`src/rtl/pipe_skid_buf.sv`:
```
// Two-entry skid buffer: a registered output stage plus one skid register.
// All handshake outputs come from flops, so pout_ready never reaches pin_ready combinationally.
module pipe_skid_buf #(
  parameter int WIDTH = 32
) (
  input  logic             clk,
  input  logic             rst,
  input  logic             flush,
  input  logic             pin_valid,
  output logic             pin_ready,
  input  logic [WIDTH-1:0] pin_data,
  output logic             pout_valid,
  input  logic             pout_ready,
  output logic [WIDTH-1:0] pout_data,
  output logic [1:0]       occupancy
);

  // Handshake: a beat moves when valid and ready are both high at a rising
  // edge; valid may drop and data may change freely while ready is low.
  typedef enum logic [1:0] {
    EMPTY = 2'd0,
    BUSY  = 2'd1,
    FULL  = 2'd2
  } state_t;

  state_t           state_q, state_d;
  logic [WIDTH-1:0] out_q, out_d;
  logic [WIDTH-1:0] skid_q, skid_d;
  logic             pin_ready_q;
  logic             pout_valid_q;
  logic [1:0]       occ_q, occ_d;
  logic             in_fire;
  logic             out_fire;

  assign in_fire  = pin_valid & pin_ready_q;
  assign out_fire = pout_valid_q & pout_ready;

  always_comb begin
    state_d = state_q;
    out_d   = out_q;
    skid_d  = skid_q;
    if (flush) begin
      state_d = EMPTY;
    end else begin
      case (state_q)
        EMPTY: begin
          if (in_fire) begin
            out_d   = pin_data;
            state_d = BUSY;
          end
        end
        BUSY: begin
          if (in_fire && out_fire) begin
            out_d = pin_data;
          end else if (in_fire) begin
            skid_d  = pin_data;
            state_d = FULL;
          end else if (out_fire) begin
            state_d = EMPTY;
          end
        end
        FULL: begin
          if (out_fire) begin
            out_d   = skid_q;
            state_d = BUSY;
          end
        end
        default: state_d = EMPTY;
      endcase
    end
  end

  always_comb begin
    occ_d = 2'd0;
    case (state_d)
      BUSY:    occ_d = 2'd1;
      FULL:    occ_d = 2'd2;
      default: occ_d = 2'd0;
    endcase
  end

  // Status flops are loaded from the next state so they track state_q exactly.
  always_ff @(posedge clk or posedge rst) begin
    if (rst) begin
      state_q      <= EMPTY;
      out_q        <= '0;
      skid_q       <= '0;
      pin_ready_q  <= 1'b1;
      pout_valid_q <= 1'b0;
      occ_q        <= 2'd0;
    end else begin
      state_q      <= state_d;
      out_q        <= out_d;
      skid_q       <= skid_d;
      pin_ready_q  <= (state_d != FULL);
      pout_valid_q <= (state_d != EMPTY);
      occ_q        <= occ_d;
    end
  end

  assign pin_ready  = pin_ready_q;
  assign pout_valid = pout_valid_q;
  assign pout_data  = out_q;
  assign occupancy  = occ_q;

endmodule

```
`config.mk`:
```
export PLATFORM = sky130hd
export DESIGN_NAME = pipe_skid_buf
export DESIGN_NICKNAME = d
export VERILOG_FILES = /design/src/rtl/pipe_skid_buf.sv
export SDC_FILE = /design/constraint.sdc
export NUM_CORES = 1
export LEC_CHECK = 0
export ABC_AREA = 1
export CELL_PAD_IN_SITES_DETAIL_PLACEMENT = 0
export CELL_PAD_IN_SITES_GLOBAL_PLACEMENT = 1
export CORE_MARGIN = 2
export CORE_UTILIZATION = 37
export DETAILED_ROUTE_END_ITERATION = 6
export GPL_ROUTABILITY_DRIVEN = 0
export GPL_TIMING_DRIVEN = 0
export MAX_ROUTING_LAYER = met4
export PLACE_DENSITY_LB_ADDON = 0.1
export SKIP_LAST_GASP = 1
export SLEW_MARGIN = 20
export SYNTH_ARGS = -nofsm -noshare
export SYNTH_HDL_FRONTEND = slang
export SYNTH_SLANG_ARGS = --single-unit
```
`constraint.sdc`:
```
create_clock -name clk -period 2.85 [get_ports clk]
set_input_delay 0.7125 -clock clk [delete_from_list [all_inputs] [get_ports clk]]
set_output_delay 0.7125 -clock clk [all_outputs]
set_load 0.005 [all_outputs]
```
==> flow_metrics.py <==
metrics = {
    "outcome": {
        "run_status": "finished clean",
    },
    "grt": {
        "grt_max_degree": 50,
        "grt_pass1_vias": 2987,
        "grt_pass1_wl_um": 15060,
        "antenna_found_initial": 0,
        "grt.overflow.total": 0,
        "grt_util_all_layers": 0.1922,
    },
    "synthesis": {
        "synth_edf_count": 0,
        "synth_top_cell_by_area": "dfrtp_1",
        "synth.distinct_cells": 17,
        "synth_xor_area_frac": 0,
        "yosysTopAreaCellShare": 0.4902,
        "synth_nets": 488,
        "yosys-top-cells-area": "dfrtp_1 49%, nand2_1 18%, nand3_1 14%",
        "syn_area_per_cell_um2": 7.810,
        "synth_fa_ha_area_frac": 0,
        "synthMostInstantiatedCell": "nand2_1",
        "synth_cells": 451,
        "syn_area_um2": 3522,
        "yosys_warnings": 0,
        "synth_top_family_by_area": "simple AND/OR/NAND/NOR gates",
        "synth_common_cells": "170 x nand2_1, 97 x nand3_1, 69 x dfrtp_1",
        "synthMuxAreaShare": 0,
        "ys.flop_type": "dfrtp_1",
        "synth_compound_area_frac": 0.07815,
        "yosys.area_share.simple": 0.3304,
        "synthArstFlopShare": 1.000,
        "ys_seq_area_frac": 0.4977,
        "synth-seq-cells": 70,
    },
    "die": {
        "io_pins": 73,
        "dieWidth_um": 101.6,
        "dieArea_um2": 10320,
        "fp.dieH_um": 101.6,
        "std_cell_rows": 35,
        "start_util": 0.3812,
        "core_area_um2": 9240,
    },
    "worst_setup_path": {
        "critPathKind": "flip-flop to primary output",
        "cp_cell_sequence": "clkdlybuf4s50_1",
        "start_kind": "flip-flop",
        "cp_max_fo": 2,
        "critPathRequiredTime_ps": 2140,
        "crit_path_end_kind": "primary output",
        "critPathTopFamily": "flip-flops",
        "critPathMaxStageDelay_ps": 540,
        "crit_arrival_ps": 1380,
        "slowest_stage": "dfstp_2",
        "crit_buf_inv": 1,
        "rrSetupSlack_ps": 1320,
    },
    "final_layout": {
        "stdcell_count": 669,
        "nets": 572,
        "drive_gt1_frac": 0.09259,
        "synthToLayoutAreaGrowth_pct": 32.26,
        "antenna_cells": 0,
    },
    "placement": {
        "io_buffer_count": 72,
        "dp_hpwl_um": 6072,
        "dp_cells": 653,
    },
    "detailed_routing": {
        "wl_per_cell_um": 13.28,
        "viasPerCell": 4.623,
        "drt-pass1-iter-count": 4,
        "detail-route-antenna-nets": 0,
        "via_count": 3093,
        "wirelength_um": 8882,
        "drt_iter0_drc": 156,
        "drc": 0,
    },
    "clock_tree": {
        "path_clk_slew_ps": 80,
        "htreeDepth": 3,
        "cts_tree": "built",
        "hold_buffers": 0,
        "root_buffer": "clkbuf_8",
        "cts.sink_count": 70,
        "cts_made_buffers": 9,
        "ctsResizeCount": 0,
        "clk_path_buf_depth": 2,
        "clock_latency_ps": 340,
        "postCtsSetupBuffers": 0,
    },
    "hold_path": {
        "hold_class": "flip-flop to flip-flop",
    },
    "timing": {
        "hold_viol": 0,
        "fmax_mhz": 478.3,
        "setup_viol": 0,
        "skew_ps": 8.114,
        "max_slew_margin": 0.6403,
        "grt_setup_unrepaired": "false",
        "worst_pin_slew_ps": 539.6,
        "fin_crit_ps": 2091,
        "slew_viol_final": 0,
        "timing.final.crit_share": 0.7336,
    },
    "power": {
        "powerDensity_nw_per_um2": 879.3,
        "p_leak_uw": 0.002428,
        "fin_total_pwr_uw": 4096,
        "comb_power_share": 0.377,
        "clkPwrFrac": 0.219,
        "p_sw_uw": 1335,
        "p_int_uw": 2761,
        "ir_worst_vdd_uv": 379.7,
        "p_sw_frac": 0.3258,
        "seqPwrFrac": 0.403,
    },
    "job": {
        "drv_cap": 0,
    },
}
## layer usage
| metal | global-route usage | up-vias | routed length (um) |
|---|---|---|---|
| li1 | - | 1594 | - |
| met1 | 0.2865 | 1417 | 4521 |
| met2 | 0.2596 | 71 | 3881 |
| met3 | 0.02968 | 11 | 371 |
| met4 | 0.07380 | 0 | 108 |
| met5 | - | - | 0 |
## cells in the final DEF, fill, tap and decap left out, types with 4 or more instances in the layout
master             n
dfrtp_1           69
inv_1             37
clkbuf_1          10
buf_6              4
nand3_1           97
clkbuf_8          10
o21bai_1          32
clkdlybuf4s50_1   72
nand2_1          170
buf_2             15
nand2_2            4
## flip-flops by register name, indices dropped and copies added, names as in the netlist
register and count:
skid_q 32, pin_ready 1, pout_valid 1, state_q 2
pout_data 32, occupancy 2
## layout make-up
class                   count  area, um^2
well taps                 129       161.4
inverters                  41       156.4
plain buffers              31       176.4
fillers                   931        4582
flip-flops and latches     70        1753
multi-input cells         309        1439
clock buffers              11       141.4
clock inverters             5       82.58
repair buffers             73       748.2
## stage by stage
| step | hold slack, ps | util | instance area (um^2) | setup WS, ps | setup TNS [ps] |
|---|---|---|---|---|---|
| after global placement | 453.7 | 0.4766 | 4404 | -1011 | -69700 |
| final | 474.2 | 0.5041 | 4658 | 759.1 | 0 |
| after detailed placement | 458.9 | 0.4799 | 4434 | 551.4 | 0 |
| after global routing | 488.6 | 0.5041 | 4658 | 713.2 | 0 |
| after CTS | 477.4 | 0.5041 | 4658 | 738.4 | 0 |
| after floorplan | 442.5 | - | 3522 | 370.9 | 0 |
## power groups by stage
stage	clock network, uW	logic (uW)	registers [uW]
detailed placement	0	1560	1670
CTS	928	1570	1650
global route	979	1760	1710
finish	899	1540	1650
floorplan	0	814	1670
global placement	0	1540	1670
## cell families (layout without fill, tap and decap cells)
logic type / count (synthesis) / after routing
buf+inv: 72 / 161
simple gates: 273 / 273
compound gates: 36 / 36
flops: 70 / 70
## path summary, 6_finish.rpt
path,cells after the start,to,start
setup / recovery,1,pin_ready,pin_ready
hold / removal,2,skid_q[16],skid_q[16]
setup reg to reg,4,skid_q[14],pout_valid
hold reg to reg,2,skid_q[16],skid_q[16]
max in group asynchronous,3,skid_q[13],rst
min in group asynchronous,2,pout_data[27],rst
No activity file was read; power rests on OpenSTA's default activity.
